==> config.mk <==
export PLATFORM = sky130hd
export DESIGN_NAME = alu_operand_sequencer_flat
export DESIGN_NICKNAME = d
export VERILOG_FILES = /design/src/rtl/alu_operand_sequencer_if.sv /design/src/rtl/alu_operand_sequencer.sv /design/src/flat_wrapper.sv
export SDC_FILE = /design/constraint.sdc
export NUM_CORES = 1
export LEC_CHECK = 0
export ABC_CLOCK_PERIOD_IN_PS = 2180
export BUFFER_PORTS_ARGS = -buffer_cell sky130_fd_sc_hd__buf_2
export CAP_MARGIN = 40
export CORE_MARGIN = 3
export CORE_UTILIZATION = 48
export DETAILED_ROUTE_END_ITERATION = 12
export PLACE_DENSITY = 0.83
export SLEW_MARGIN = 5
export SYNTH_ARGS = -nofsm -noshare
export SYNTH_HDL_FRONTEND = slang
export SYNTH_SLANG_ARGS = --single-unit
==> constraint.sdc <==
create_clock -name clk -period 2.18 [get_ports clk]
set_clock_uncertainty 0.05 [all_clocks]
set_input_delay 0.218 -clock clk [delete_from_list [all_inputs] [get_ports clk]]
set_output_delay 0.218 -clock clk [all_outputs]
set_load 0.005 [all_outputs]
==> src/rtl/alu_operand_sequencer_if.sv <==
// ---------------------------------------------------------------------------
// alu_operand_sequencer_if
//
// Purpose: groups the two streaming handshakes of the ALU operand sequencer.
//   The operand stream carries operand beats into the sequencer. The result
//   stream carries the captured ALU result and flags out of it.
//
// Signals:
//   in_valid / in_ready   operand beat handshake
//   in_op      [2:0]      opcode (used on the first beat of an operation)
//   in_data    [WIDTH-1:0] operand data (A on first beat, B on second)
//   in_chain              chain request (only when ALU_SEQ_CHAIN_EN is defined)
//   res_valid / res_ready result handshake
//   res_data   [WIDTH-1:0] captured result
//   res_cout / res_sign / res_ovf  captured flags
//
// Modports:
//   master  producer of operands and consumer of results (the environment)
//   slave   the sequencer itself
//
// Optional feature macro: ALU_SEQ_CHAIN_EN (adds in_chain).
// ---------------------------------------------------------------------------
interface alu_operand_sequencer_if #(
  parameter int WIDTH = 12
) ();

  logic             in_valid;
  logic             in_ready;
  logic [2:0]       in_op;
  logic [WIDTH-1:0] in_data;
`ifdef ALU_SEQ_CHAIN_EN
  logic             in_chain;
`endif
  logic             res_valid;
  logic             res_ready;
  logic [WIDTH-1:0] res_data;
  logic             res_cout;
  logic             res_sign;
  logic             res_ovf;

  modport master (
    output in_valid,
    output in_op,
    output in_data,
    output res_ready,
    input  in_ready,
    input  res_valid,
    input  res_data,
    input  res_cout,
    input  res_sign,
    input  res_ovf
`ifdef ALU_SEQ_CHAIN_EN
    , output in_chain
`endif
  );

  modport slave (
    input  in_valid,
    input  in_op,
    input  in_data,
    input  res_ready,
    output in_ready,
    output res_valid,
    output res_data,
    output res_cout,
    output res_sign,
    output res_ovf
`ifdef ALU_SEQ_CHAIN_EN
    , input in_chain
`endif
  );

endinterface

==> src/rtl/alu_operand_sequencer.sv <==
// ---------------------------------------------------------------------------
// alu_operand_sequencer
//
// Purpose: front-end for the 12-bit ALU. Operand beats arrive on a
//   valid/ready stream and are assembled into registered operand A, operand B
//   and opcode that drive the ALU. One cycle after the last beat the ALU
//   result and flags are captured and offered on a valid/ready result port.
//   A sticky overflow flag and a completed-operation counter are kept for the
//   surrounding datapath.
//
// Ports:
//   clk         rising-edge clock
//   rst_n       asynchronous active-low reset
//   bus         alu_operand_sequencer_if.slave (operand and result streams)
//   alu_a/b     registered operands to the ALU
//   alu_op      registered opcode to the ALU
//   alu_out     ALU result (combinational from alu_a/alu_b/alu_op)
//   alu_cout/alu_sign/alu_ovf  ALU flags
//   sticky_clr  clears ovf_sticky (an overflow capture on the same edge wins)
//   ovf_sticky  set by any captured overflow
//   op_count    number of results handed off, wraps modulo 2^CNT_W
//
// Optional feature macro: ALU_SEQ_CHAIN_EN
//   When defined, bus.in_chain is sampled on the first beat. With in_chain=1
//   and at least one completed operation, the previous result becomes
//   operand A; binary ops then take in_data as B in a single beat and unary
//   ops ignore in_data.
// ---------------------------------------------------------------------------
module alu_operand_sequencer #(
  parameter int         WIDTH      = 12,
  parameter logic [7:0] UNARY_MASK = 8'b0010_0011,
  parameter int         CNT_W      = 8
) (
  input  logic                  clk,
  input  logic                  rst_n,
  alu_operand_sequencer_if.slave bus,
  output logic [WIDTH-1:0]      alu_a,
  output logic [WIDTH-1:0]      alu_b,
  output logic [2:0]            alu_op,
  input  logic [WIDTH-1:0]      alu_out,
  input  logic                  alu_cout,
  input  logic                  alu_sign,
  input  logic                  alu_ovf,
  input  logic                  sticky_clr,
  output logic                  ovf_sticky,
  output logic [CNT_W-1:0]      op_count
);

  typedef enum logic [1:0] {
    IDLE  = 2'd0,
    GET_B = 2'd1,
    EXEC  = 2'd2,
    HOLD  = 2'd3
  } state_t;

  state_t state_reg, state_next;

  logic [WIDTH-1:0] a_reg, a_next;
  logic [WIDTH-1:0] b_reg, b_next;
  logic [2:0]       op_reg, op_next;

  logic [WIDTH-1:0] res_data_reg;
  logic             res_cout_reg;
  logic             res_sign_reg;
  logic             res_ovf_reg;
  logic             res_valid_reg;
  logic             sticky_reg;
  logic [CNT_W-1:0] cnt_reg;

  logic accept;
  logic capture;
  logic handoff;
  logic is_unary;
  logic chain_ok;

  // Operand stream is open only while collecting beats.
  assign bus.in_ready = (state_reg == IDLE) || (state_reg == GET_B);
  assign accept       = bus.in_valid && bus.in_ready;
  assign is_unary     = UNARY_MASK[bus.in_op];

`ifdef ALU_SEQ_CHAIN_EN
  // Chaining needs a real previous result; before the first handoff the
  // request silently degrades to a normal operation.
  assign chain_ok = bus.in_chain && (cnt_reg != '0);
`else
  assign chain_ok = 1'b0;
`endif

  // -------------------------------------------------------------------------
  // State register
  // -------------------------------------------------------------------------
  always_ff @(posedge clk or negedge rst_n) begin
    if (!rst_n) begin
      state_reg <= IDLE;
    end else begin
      state_reg <= state_next;
    end
  end

  // -------------------------------------------------------------------------
  // Next-state and operand selection
  // -------------------------------------------------------------------------
  always_comb begin
    state_next = state_reg;
    a_next     = a_reg;
    b_next     = b_reg;
    op_next    = op_reg;
    capture    = 1'b0;
    handoff    = 1'b0;

    unique case (state_reg)
      IDLE: begin
        if (accept) begin
          op_next = bus.in_op;
          if (chain_ok) begin
            a_next     = res_data_reg;
            b_next     = is_unary ? '0 : bus.in_data;
            state_next = EXEC;
          end else begin
            a_next = bus.in_data;
            if (is_unary) begin
              b_next     = '0;
              state_next = EXEC;
            end else begin
              state_next = GET_B;
            end
          end
        end
      end

      GET_B: begin
        // The opcode was fixed on the first beat; in_op is not looked at here.
        if (accept) begin
          b_next     = bus.in_data;
          state_next = EXEC;
        end
      end

      EXEC: begin
        // Operands have been stable at the ALU for a full cycle.
        capture    = 1'b1;
        state_next = HOLD;
      end

      HOLD: begin
        if (res_valid_reg && bus.res_ready) begin
          handoff    = 1'b1;
          state_next = IDLE;
        end
      end

      default: begin
        state_next = IDLE;
      end
    endcase
  end

  // -------------------------------------------------------------------------
  // Operand registers: only accepted beats move them.
  // -------------------------------------------------------------------------
  always_ff @(posedge clk or negedge rst_n) begin
    if (!rst_n) begin
      a_reg  <= '0;
      b_reg  <= '0;
      op_reg <= '0;
    end else begin
      a_reg  <= a_next;
      b_reg  <= b_next;
      op_reg <= op_next;
    end
  end

  // -------------------------------------------------------------------------
  // Result capture, handoff and completed-operation counter
  // -------------------------------------------------------------------------
  always_ff @(posedge clk or negedge rst_n) begin
    if (!rst_n) begin
      res_data_reg  <= '0;
      res_cout_reg  <= 1'b0;
      res_sign_reg  <= 1'b0;
      res_ovf_reg   <= 1'b0;
      res_valid_reg <= 1'b0;
      cnt_reg       <= '0;
    end else begin
      if (capture) begin
        res_data_reg  <= alu_out;
        res_cout_reg  <= alu_cout;
        res_sign_reg  <= alu_sign;
        res_ovf_reg   <= alu_ovf;
        res_valid_reg <= 1'b1;
      end else if (handoff) begin
        res_valid_reg <= 1'b0;
        cnt_reg       <= cnt_reg + CNT_W'(1);
      end
    end
  end

  // -------------------------------------------------------------------------
  // Sticky overflow: a capture with overflow takes precedence over a clear
  // arriving on the same edge, so no overflow event is ever lost.
  // -------------------------------------------------------------------------
  always_ff @(posedge clk or negedge rst_n) begin
    if (!rst_n) begin
      sticky_reg <= 1'b0;
    end else if (capture && alu_ovf) begin
      sticky_reg <= 1'b1;
    end else if (sticky_clr) begin
      sticky_reg <= 1'b0;
    end
  end

  // -------------------------------------------------------------------------
  // Output wiring
  // -------------------------------------------------------------------------
  assign alu_a         = a_reg;
  assign alu_b         = b_reg;
  assign alu_op        = op_reg;
  assign bus.res_valid = res_valid_reg;
  assign bus.res_data  = res_data_reg;
  assign bus.res_cout  = res_cout_reg;
  assign bus.res_sign  = res_sign_reg;
  assign bus.res_ovf   = res_ovf_reg;
  assign ovf_sticky    = sticky_reg;
  assign op_count      = cnt_reg;

endmodule

==> src/flat_wrapper.sv <==
// flat-port wrapper written by rule: the top's interface ports become plain ports
module alu_operand_sequencer_flat 
#(
  parameter int         WIDTH      = 12,
  parameter logic [7:0] UNARY_MASK = 8'b0010_0011,
  parameter int         CNT_W      = 8
)
  (clk, rst_n, alu_a, alu_b, alu_op, alu_out, alu_cout, alu_sign, alu_ovf, sticky_clr, ovf_sticky, op_count, bus_in_valid, bus_in_op, bus_in_data, bus_res_ready, bus_in_ready, bus_res_valid, bus_res_data, bus_res_cout, bus_res_sign, bus_res_ovf);
  alu_operand_sequencer_if #(.WIDTH(WIDTH)) bus_i ();
  input  logic clk;
  input  logic rst_n;
  output logic [WIDTH-1:0] alu_a;
  output logic [WIDTH-1:0] alu_b;
  output logic [2:0] alu_op;
  input  logic [WIDTH-1:0] alu_out;
  input  logic alu_cout;
  input  logic alu_sign;
  input  logic alu_ovf;
  input  logic sticky_clr;
  output logic ovf_sticky;
  output logic [CNT_W-1:0] op_count;
  input wire logic [$bits(bus_i.in_valid)-1:0] bus_in_valid;
  input wire logic [$bits(bus_i.in_op)-1:0] bus_in_op;
  input wire logic [$bits(bus_i.in_data)-1:0] bus_in_data;
  input wire logic [$bits(bus_i.res_ready)-1:0] bus_res_ready;
  output wire logic [$bits(bus_i.in_ready)-1:0] bus_in_ready;
  output wire logic [$bits(bus_i.res_valid)-1:0] bus_res_valid;
  output wire logic [$bits(bus_i.res_data)-1:0] bus_res_data;
  output wire logic [$bits(bus_i.res_cout)-1:0] bus_res_cout;
  output wire logic [$bits(bus_i.res_sign)-1:0] bus_res_sign;
  output wire logic [$bits(bus_i.res_ovf)-1:0] bus_res_ovf;
  assign bus_i.in_valid = bus_in_valid;
  assign bus_i.in_op = bus_in_op;
  assign bus_i.in_data = bus_in_data;
  assign bus_i.res_ready = bus_res_ready;
  assign bus_in_ready = bus_i.in_ready;
  assign bus_res_valid = bus_i.res_valid;
  assign bus_res_data = bus_i.res_data;
  assign bus_res_cout = bus_i.res_cout;
  assign bus_res_sign = bus_i.res_sign;
  assign bus_res_ovf = bus_i.res_ovf;
  alu_operand_sequencer #(.WIDTH(WIDTH), .UNARY_MASK(UNARY_MASK), .CNT_W(CNT_W)) u_core (.clk(clk), .rst_n(rst_n), .bus(bus_i), .alu_a(alu_a), .alu_b(alu_b), .alu_op(alu_op), .alu_out(alu_out), .alu_cout(alu_cout), .alu_sign(alu_sign), .alu_ovf(alu_ovf), .sticky_clr(sticky_clr), .ovf_sticky(ovf_sticky), .op_count(op_count));
endmodule
==> summary.txt, run 1 <==
Power
  • Reg power frac: 41.8%
  • Int Pwr: 0.00280 W
  • Peak VDD IR: 0.638 mV
  • Final total power: 0.00405 W
  • Power Density: 1440 nW/um^2
  • Clk pwr share: 20.0%
  • Combinational power share: 38.3%
  • Switch Pwr: 0.00125 W
  • Leak: 1.44 nW
  • Switch share: 30.9%

Layout
  • FILL cells: 328
  • Register area: 1350 sq um
  • ANT cells: 0
  • Layout cells sized above 1: 52.8%
  • Area grow syn2layout: 28.6%
  • # nets final: 285
  • Final std cells w/o fill: 296
  • Multi-input gate area: 777 sq um

GRT
  • Gr busiest metal: met2
  • Antenna violations before repair: 0
  • First-pass GRT wire length: 7.60 mm
  • Total gr overflow: 0
  • Largest net degree at the start of global routing: 55
  • Met1 usage: 22.8%
  • Vias in the first global route: 1,576
  • M3 GR Usage: 4.92%
  • GR Util All Layers: 18.3%
  • Met2 Use GR: 31.2%

Detailed routing
  • First-pass DRT Iterations: 4
  • Avg WL per Cell: 15.6 um
  • Drt total wl: 4.61 mm
  • DRC violations left: 0
  • Iteration-0 DRC Markers: 84
  • Via Count: 1,529
  • Post-DR vias/cell: 5.17
  • Detail Route Antenna Nets: 0

Floorplan
  • Die X: 73.5 um
  • Die height: 73.5 um
  • Initial Utilization: 52.0%
  • I/O Pins: 88
  • Core box area: 4200 sq um
  • Die area: 5400 sq um
  • Row count: 23

Worst setup path
  • Crit end category: output port
  • Kind of critical path: reg -> out
  • CP Data Required Time: 1.91 ns
  • Startpoint types: flop
  • Worst EP arrival: 1.61 ns
  • Critical-path maximum fanout: 7

Place
  • Hpwl dp: 3.48 mm
  • Placed cell count: 288
  • Placer congestion estimate: 0.792
  • Port bufs: 87

Clocking
  • CTS tree: done
  • Clk root buf: clkbuf_8
  • Post-CTS Hold Fix Bufs: 0
  • Clk Latency, worst-skew pair: 0.30 ns
  • Clock buffer depth: 2
  • Post-CTS resize count: 0
  • TritonCTS Buffers: 5
  • Clock-pin transition on the worst setup and hold timing paths: 0.09 ns
  • CTS Sinks: 54
  • H-tree depth: 2
  • Post-CTS Setup Inserts: 0

Logic synthesis
  • Syn Inst Count: 154
  • Syn avg cell area: 14.2 sq um
  • Syn_nets: 194
  • Yosys warnings: 0
  • Cell area after synthesis: 2180 sq um
  • Synth cell types: 25
  • FF+latch count, synth: 54
  • Seq/Total Area, Yosys: 61.9%

STA
  • Worst slew margin: 55.0%
  • Max Fclk: 532 MHz
  • Final worst path period need: 1.88 ns
  • Slew Limit Fails: 0
  • RSZ-0062 raised after global routing: no
  • Hold WS: -0.0166 ns
  • Slew @ Worst Pin: 0.675 ns
  • Fin. Hold Viols: 46
  • Fin crit share: 86.2%
  • Final setup vio count: 0
  • Total Neg Setup Slack: 0 ns

Outcome
  • Status: finished with violations
  • Failing checks: negative hold slack

Worst hold path
  • Hold Path Class: in -> async

Flow run
  • Max cap viols: 0
==> through the flow <==
step / setup WS, ns / hold slack [ns] / instance area (sq um) / util (%)
global route: 0.135 / 0.0347 / 2810 / 66.9
finish: 0.301 / -0.0166 / 2810 / 66.9
floorplan: 0.476 / -0.128 / 2180 / -
global placement: 0.414 / 0.331 / 2670 / 63.5
detailed placement: 0.326 / 0.335 / 2670 / 63.5
CTS: 0.280 / 0.00495 / 2810 / 66.9
==> metal layers <==
layer / part of all wire [%] / up-vias
li1: - / 727
met1: 42 / 760
met3: 4.6 / 6
met4: 1.3 / 0
met2: 52 / 36
met5: 0 / -
==> area by class of cell <==
cell class,count,share of cell area (%)
tap,50,2.23
clock inverter,2,2.14
multi-input combinational,89,27.6
clock buffer,6,2.94
inverter,5,0.668
sequential,54,48.1
timing repair buffer,90,16.3
==> power by group through the flow <==
stage	logic [W]	clock network, W	registers, W
6_report	0.00155	0.000809	0.00169
5_1_grt	0.00171	0.000856	0.00175
4_1_cts	0.00158	0.000821	0.00169
3_5_place_dp	0.00158	0	0.00171
3_3_place_gp	0.00151	0	0.00169
2_1_floorplan	0.000881	0	0.00173
==> cell families after synthesis <==
family | after synthesis | synth area share, %
compound gates | 21 | 7.73
xor+xnor | 7 | 2.81
fa+ha+maj | 5 | 2.86
buf+inv | 11 | 2.58
flops | 54 | 61.9
mux | 32 | 16.4
simple gates | 24 | 5.73
==> cells in the final DEF, fill, tap and decap left out, drive strengths merged <==
| cell | Yosys | layout |
|---|---|---|
| buf | 5 | 90 |
| dfrtp | 54 | 54 |
| mux2 | 31 | 31 |
| a22o | 9 | 9 |
| nand2 | 7 | 7 |
| nor2 | 6 | 6 |
| xnor2 | 6 | 6 |
| clkbuf | 1 | 6 |
| inv | 5 | 5 |
| ha | 5 | 5 |
| and3 | 4 | 4 |
| nand4 | 3 | 3 |
| a32o | 3 | 3 |
| a221o | 3 | 3 |
| a21oi | 3 | 3 |
| o21ai | 3 | 3 |
| nor2b | 2 | 2 |
| bufinv | 0 | 2 |
| and4b | 1 | 1 |
| xor2 | 1 | 1 |
| nand3 | 1 | 1 |
| mux2i | 1 | 1 |
==> synth_stat cells <==
cell type | n | area [sq um]
a221o_1 | 3 | 30.0
ha_1 | 5 | 62.6
nor2b_1 | 2 | 12.5
mux2_2 | 31 | 349
and3_1 | 3 | 18.8
a32o_1 | 3 | 30.0
a21oi_1 | 3 | 15.0
nor2_1 | 6 | 22.5
mux2i_1 | 1 | 10.0
dfrtp_1 | 54 | 1350
inv_1 | 5 | 18.8
buf_2 | 3 | 15.0
a22o_1 | 9 | 78.8
nand2_1 | 7 | 26.3
o21ai_0 | 2 | 10.0
nand3_1 | 1 | 5.00
o21ai_1 | 1 | 5.00
and3_4 | 1 | 11.3
xnor2_1 | 6 | 52.6
clkbuf_1 | 1 | 3.75
xor2_1 | 1 | 8.76
buf_4 | 1 | 7.51
and4b_1 | 1 | 10.0
buf_6 | 1 | 11.3
nand4_1 | 3 | 18.8
==> final timing paths <==
kind | startpoint | endpoint | slack, ns | depth (start not counted)
max in group asynchronous | rst_n | u_core.bus.res_data[7] | 1.65 | 2
hold / removal | rst_n | u_core.bus.res_cout | -0.02 | 2
hold reg to reg | u_core.op_count[7] | u_core.op_count[7] | 0.42 | 1
setup reg to reg | u_core.state_reg[0] | u_core.state_reg[0] | 0.32 | 6
min in group clk | sticky_clr | u_core.ovf_sticky | 0.03 | 2
setup / recovery | u_core.state_reg[0] | bus_in_ready | 0.30 | 5
==> critical path, cell delays in order, from the launching register on <==
cell and delay [ns]:
dfrtp_1 0.40, inv_1 0.08, ha_1 0.28, nor2_1 0.30
inv_1 0.11, buf_2 0.15
Power figures use the tool's default switching activity.
==> run 2: changes to the inputs <==
--- a/config.mk
+++ b/config.mk
@@ -6,12 +6,13 @@
 export NUM_CORES = 1
 export LEC_CHECK = 0
 export ABC_CLOCK_PERIOD_IN_PS = 2180
-export BUFFER_PORTS_ARGS = -buffer_cell sky130_fd_sc_hd__buf_2
 export CAP_MARGIN = 40
 export CORE_MARGIN = 3
-export CORE_UTILIZATION = 48
+export CORE_UTILIZATION = 55
+export CTS_CLUSTER_SIZE = 20
 export DETAILED_ROUTE_END_ITERATION = 12
-export PLACE_DENSITY = 0.83
+export DONT_BUFFER_PORTS = 1
+export PLACE_DENSITY = 0.74
 export SLEW_MARGIN = 5
 export SYNTH_ARGS = -nofsm -noshare
 export SYNTH_HDL_FRONTEND = slang
==> run 2 against run 1 <==
The run now ends clean. Clock-buffer cell count increased by 1. Die area decreased by 12%. Non-clock buffer count decreased by 81. Global-route usage decreased by 0.29 points.
==> summary.txt, run 2 (synthesis results as in run 1) <==
Power
  • Power Density: 1420 nW/um^2 (-1.2%)
  • Int Pwr: 0.00229 W (-18%)
  • Reg power frac: 53.5% (+12 points)
  • Switch share: 33.1% (+2.2 points)
  • Switch Pwr: 0.00113 W (-9.4%)
  • Leak: 1.09 nW (-24%)
  • Clk pwr share: 16.1% (-3.9 points)
  • Peak VDD IR: 0.751 mV (+18%)
  • Combinational power share: 30.3% (-8.0 points)

Place
  • Placer congestion estimate: 0.818 (+3.3%)
  • Hpwl dp: 3.13 mm (-10%)
  • Port bufs: 0 (-100%)

Layout
  • ANT cells: 0 (unchanged)
  • Register area: 1350 sq um (unchanged)
  • Multi-input gate area: 777 sq um (unchanged)
  • Most frequent cells in the layout: dfrtp_1, mux2_2, a22o_1
  • FILL cells: 286 (-13%)
  • Area grow syn2layout: 9.91%
  • Commonest non-fill, non-tap cell in the layout: dfrtp_1
  • Finished Core Util: 64.1% (-2.7 points)
  • # nets final: 204 (-28%)
  • Layout cells sized above 1: 25.5% (-27 points)

Clocking
  • TritonCTS Buffers: 5 (unchanged)
  • Clock buffer depth: 2 (unchanged)
  • Clk root buf: clkbuf_8
  • Clock-pin transition on the worst setup and hold timing paths: 0.09 ns (about the same)
  • H-tree depth: 2 (unchanged)
  • CTS Sinks: 54 (unchanged)
  • Clk Latency, worst-skew pair: 0.30 ns (about the same)
  • CTS tree: done

Worst setup path
  • Worst reg2reg setup slack: 0.34 ns (+0.02 ns)
  • Crit end category: flop
  • Kind of critical path: reg -> reg
  • Crit Reg-Reg Startpoint: u_core.state_reg[0]
  • Startpoint types: flop
  • Reg2reg path depth: 6 (unchanged)
  • Critical-path maximum fanout: 7 (unchanged)
  • Worst EP arrival: 1.97 ns (+0.36 ns)
  • Reg2reg end: u_core.state_reg[0]
  • CP Data Required Time: 2.31 ns (+0.40 ns)

Detailed routing
  • Post-DR vias/cell: 6.00 (+16%)
  • Drt total wl: 4.21 mm (-8.5%)
  • Via Count: 1,277 (-16%)
  • DRC violations left: 0 (unchanged)
  • Detail Route Antenna Nets: 0 (unchanged)
  • Avg WL per Cell: 19.8 um (+27%)
  • First-pass DRT Iterations: 4 (unchanged)
  • Iteration-0 DRC Markers: 51 (-39%)

GRT
  • GR Util All Layers: 18.0% (-0.29 points)
  • First-pass GRT wire length: 6.85 mm (-9.8%)
  • Antenna violations before repair: 0 (unchanged)
  • Total gr overflow: 0 (unchanged)
  • Largest net degree at the start of global routing: 55 (unchanged)
  • Vias in the first global route: 1,336 (-15%)

STA
  • Slew Limit Fails: 0 (unchanged)
  • Fin crit share: 84.5% (-1.7 points)
  • Fin. Hold Viols: 0 (-100%)
  • Worst slew margin: 73.6% (+19 points)
  • RSZ-0062 raised after global routing: no
  • Final setup vio count: 0 (unchanged)
  • Max Fclk: 543 MHz (+2.0%)
  • Final worst path period need: 1.84 ns (-0.0362 ns)
  • Slew @ Worst Pin: 0.395 ns (-0.280 ns)
  • Total Neg Setup Slack: 0 ns (unchanged)

Floorplan
  • Initial Utilization: 58.4% (+6.4 points)
  • Die X: 69.0 um (-6.0%)
  • Row count: 22 (-4.3%)
  • Core box area: 3740 sq um (-11%)
  • Die area: 4760 sq um (-12%)
  • Die height: 69.0 um (-6.0%)
  • I/O Pins: 88 (unchanged)

Worst hold path
  • Hold Path Class: in -> reg
  • Hold Path Origin: alu_ovf
  • Hold path endpoint: u_core.ovf_sticky
  • WHS Path Cells: 2

Flow run
  • Max cap viols: 0 (unchanged)

Outcome
  • Status: completed
run 2: cell types whose count changed in the layout (fill, tap and decap cells not counted), sizes merged:
cell         change
buf             -87
bufinv           -2
clkbuf           +1
clkinv           +1
dlygate4sd3      +6
run 2: critical path, stage by stage, from the launching register on:
cell and delay [ns]:
dfrtp_1 0.40, inv_1 0.08, ha_1 0.27, nor2_1 0.29, nor2_1 0.07, a21oi_1 0.21
mux2_2 0.36
run 2: power groups by stage:
stage	registers (W)	logic (W)	clock network [W]
2_1_floorplan	0.00173	0.000881	0
3_3_place_gp	0.00184	0.000936	0
3_5_place_dp	0.00186	0.00102	0
4_1_cts	0.00184	0.00105	0.000564
5_1_grt	0.00189	0.00115	0.000611
6_report	0.00183	0.00104	0.000552
run 2: layout make-up:
| cell class | instances | share of cell area, % |
|---|---|---|
| Sequential cell | 54 | 56.3 |
| Multi-Input combinational cell | 89 | 32.4 |
| Timing Repair Buffer | 9 | 4.27 |
| Clock buffer | 7 | 3.60 |
| Tap cell | 48 | 2.50 |
| Inverter | 5 | 0.782 |
| Clock inverter | 1 | 0.208 |
run 2: per-stage QoR:
step | setup WS [ns] | hold WS, ns | instances | cell area [sq um] | total power, W
after global routing | 0.190 | 0.000557 | 213 | 2400 | 0.00366
final | 0.337 | 0.00966 | 213 | 2400 | 0.00342
after floorplan | 0.476 | -0.128 | 154 | 2180 | 0.00261
after global placement | 0.441 | -0.126 | 198 | 2220 | 0.00277
after detailed placement | 0.353 | -0.126 | 198 | 2220 | 0.00288
after CTS | 0.337 | 0.00104 | 209 | 2360 | 0.00345
run 2: worst max-delay path by stage:
stage | start | endpoint | cells past startpoint
after floorplan | u_core.state_reg[0] | u_core.op_count[6] | 8
after CTS | u_core.state_reg[0] | u_core.state_reg[0] | 6
after global placement | u_core.state_reg[0] | u_core.state_reg[0] | 6
after global routing | u_core.state_reg[0] | u_core.state_reg[0] | 6
final | u_core.state_reg[0] | u_core.state_reg[0] | 6
after detailed placement | u_core.state_reg[0] | u_core.state_reg[0] | 6
run 2: metal layers:
layer | routed length (um) | GRT usage [%] | vias to the layer above
li1 | - | - | 567
met1 | 1530 | 19.8 | 648
met2 | 2240 | 31.5 | 56
met3 | 395 | 7.14 | 6
met4 | 46 | 6.07 | 0
met5 | 0 | 0 | -
run 2: what timing repair did:
action	CTS	global route
buffers inserted	0	0
endpoints found under the hold margin	55	4
hold buffers	3	4
gates resized for setup	0	0
==> run 3: changes to the inputs <==
--- a/config.mk
+++ b/config.mk
@@ -5,14 +5,14 @@
 export SDC_FILE = /design/constraint.sdc
 export NUM_CORES = 1
 export LEC_CHECK = 0
-export ABC_CLOCK_PERIOD_IN_PS = 2180
+export ABC_CLOCK_PERIOD_IN_PS = 1490
 export CAP_MARGIN = 40
 export CORE_MARGIN = 3
 export CORE_UTILIZATION = 55
 export CTS_CLUSTER_SIZE = 20
 export DETAILED_ROUTE_END_ITERATION = 12
 export DONT_BUFFER_PORTS = 1
-export PLACE_DENSITY = 0.74
+export PLACE_DENSITY = 0.77
 export SLEW_MARGIN = 5
 export SYNTH_ARGS = -nofsm -noshare
 export SYNTH_HDL_FRONTEND = slang
==> constraint.sdc (replaced) <==
create_clock -name clk -period 1.49 [get_ports clk]
set_clock_uncertainty 0.05 [all_clocks]
set_input_delay 0.149 -clock clk [delete_from_list [all_inputs] [get_ports clk]]
set_output_delay 0.149 -clock clk [all_outputs]
set_load 0.005 [all_outputs]
==> run 3 against run 2 <==
The run now ends with negative setup slack left. Setup slack worse by 0.47 ns. Largest power group unchanged. Cell count is 19% higher. Final area is 23% higher. Via count is 15% higher. Global-route usage is 3.5 points higher. Non-clock buffer count is 41 higher. Maximum frequency is 13% higher. Die area stayed put. First-iteration DRC count is 69% higher. Critical path depth stayed put. Critical path type unchanged. Clock power is 110% higher. Hold slack better by 0.036 ns.
==> summary.txt, run 3 (synthesis results as in run 1) <==
STA
  • Setup ws final: -0.137 ns (-0.474 ns)
  • Fin. Hold Viols: 0 (unchanged)
  • Final setup vio count: 22 (+22)
  • Slew @ Worst Pin: 0.256 ns (-0.139 ns)
  • Fin crit share: 109% (+25 points)
  • Final worst path period need: 1.63 ns (-0.216 ns)
  • RSZ-0062 raised after global routing: yes
  • Worst slew margin: 82.9% (+9.3 points)
  • Slew Limit Fails: 0 (unchanged)
  • Max Fclk: 615 MHz (+13%)

Clocking
  • Clock-pin transition on the worst setup and hold timing paths: 0.09 ns (about the same)
  • TritonCTS Buffers: 5 (unchanged)
  • Clk root buf: clkbuf_8
  • CTS Sinks: 54 (unchanged)
  • Clock buffer depth: 2 (unchanged)
  • Clk Latency, worst-skew pair: 0.30 ns (about the same)
  • CTS tree: done
  • H-tree depth: 2 (unchanged)

Detailed routing
  • Drt total wl: 5.14 mm (+22%)
  • Iteration-0 DRC Markers: 86 (+69%)
  • First-pass DRT Iterations: 4 (unchanged)
  • Post-DR vias/cell: 5.78 (-3.7%)
  • Avg WL per Cell: 20.2 um (+2.3%)
  • Via Count: 1,467 (+15%)
  • DRC violations left: 0 (unchanged)
  • Detail Route Antenna Nets: 0 (unchanged)

Power
  • Peak VDD IR: 1.18 mV (+57%)
  • Power Density: 2070 nW/um^2 (+45%)
  • Leak: 1.32 nW (+22%)

Layout
  • Commonest non-fill, non-tap cell in the layout: dfrtp_1
  • Area grow syn2layout: 35.2%
  • ANT cells: 0 (unchanged)
  • Finished Core Util: 78.9% (+15 points)
  • FILL cells: 216 (-24%)
  • Register area: 1350 sq um (+0.19%)
  • Layout cells sized above 1: 37.4% (+12 points)
  • # nets final: 245 (+20%)
  • Most frequent cells in the layout: dfrtp_1, dlygate4sd3_1, mux2_2
  • Multi-input gate area: 873 sq um (+12%)

Worst setup path
  • Worst EP arrival: 1.76 ns (-0.21 ns)
  • Crit end category: flop
  • Critical-path maximum fanout: 4 (-3)
  • Kind of critical path: reg -> reg
  • Startpoint types: flop
  • CP Data Required Time: 1.62 ns (-0.69 ns)

Place
  • Pre-CTS WS: -0.227 ns (-0.580 ns)
  • Placer congestion estimate: 0.742 (-9.3%)
  • Port bufs: 0 (unchanged)
  • Hpwl dp: 3.22 mm (+2.9%)

Flow run
  • Max cap viols: 0 (unchanged)

Floorplan
  • Initial Utilization: 58.4% (unchanged)
  • I/O Pins: 88 (unchanged)
  • Die area: 4760 sq um (unchanged)
  • Die X: 69.0 um (unchanged)
  • Row count: 22 (unchanged)
  • Core box area: 3740 sq um (unchanged)
  • Die height: 69.0 um (unchanged)

GRT
  • Largest net degree at the start of global routing: 55 (unchanged)
  • GR Util All Layers: 21.5% (+3.5 points)
  • First-pass GRT wire length: 8.20 mm (+20%)
  • Vias in the first global route: 1,562 (+17%)
  • Antenna violations before repair: 0 (unchanged)
  • Total gr overflow: 0 (unchanged)

Outcome
  • Failing checks: negative setup slack
  • Status: finished with violations

Worst hold path
  • Hold Path Class: in -> reg
==> run 3: repair_timing <==
item	CTS	global route
endpoints found under the setup margin	44	53
pin swaps	10	7
hold buffers	31	2
cloned	0	0
hold endpoints to repair	97	54
setup buffers	5	1
gates resized for setup	19	12
==> run 3: final timing paths <==
check                                         start                  end  slack (ns)  depth (start not counted)
worst max-delay path            u_core.state_reg[1]     u_core.alu_b[10]       -0.14                          6
worst min-delay path                   bus_in_valid     u_core.alu_b[11]        0.05                          2
worst max register to register  u_core.state_reg[1]     u_core.alu_b[10]       -0.14                          6
worst min register to register   u_core.op_count[7]   u_core.op_count[7]        0.47                          1
max in group asynchronous                     rst_n  u_core.state_reg[0]        0.86                          2
min in group asynchronous                     rst_n     u_core.alu_b[11]        0.30                          2
==> run 3: routing by layer <==
metal | part of all wire, % | wire, um | up-vias | global-route usage [%]
met1 | 36 | 1870 | 745 | 25.3
met4 | 1.3 | 68 | 0 | 5.64
met3 | 7.2 | 368 | 8 | 6.41
li1 | - | - | 649 | -
met2 | 55 | 2830 | 65 | 38.2
met5 | 0 | 0 | - | 0
==> run 3: cell type report <==
type / count / share of cell area, %
Sequential cell: 54 / 45.8
Multi-Input combinational cell: 89 / 29.6
Timing Repair Buffer: 50 / 17.0
Clock buffer: 6 / 2.80
Clock inverter: 2 / 2.03
Tap cell: 48 / 2.03
Inverter: 5 / 0.720
==> run 3: through the flow <==
step / setup TNS, ns / cells / area, sq um / total power [W] / hold WS, ns
floorplan: -1.61 / 154 / 2200 / 0.00386 / -0.197
global placement: -1.88 / 207 / 2300 / 0.00424 / -0.195
detailed placement: -4.88 / 207 / 2300 / 0.00440 / -0.195
CTS: -0.948 / 251 / 2860 / 0.00591 / -0.530
global route: -2.77 / 254 / 2950 / 0.00646 / 0.0534
finish: -1.41 / 254 / 2950 / 0.00611 / 0.0458
==> run 3: power by group <==
| group | leakage (nW) | total [W] | switching, W | internal (W) |
|---|---|---|---|---|
| registers | 0.655 | 0.00273 | 0.000612 | 0.00212 |
| clock network | 0.0714 | 0.00116 | 0.000447 | 0.000716 |
| logic | 0.598 | 0.00221 | 0.000909 | 0.00130 |
==> run 3: critical path: stages, from the launching register on <==
cell     delay, ns
dfrtp_2       0.46
inv_2         0.13
ha_4          0.21
buf_6         0.11
nor2b_2       0.04
a32o_1        0.25
a221o_1       0.26
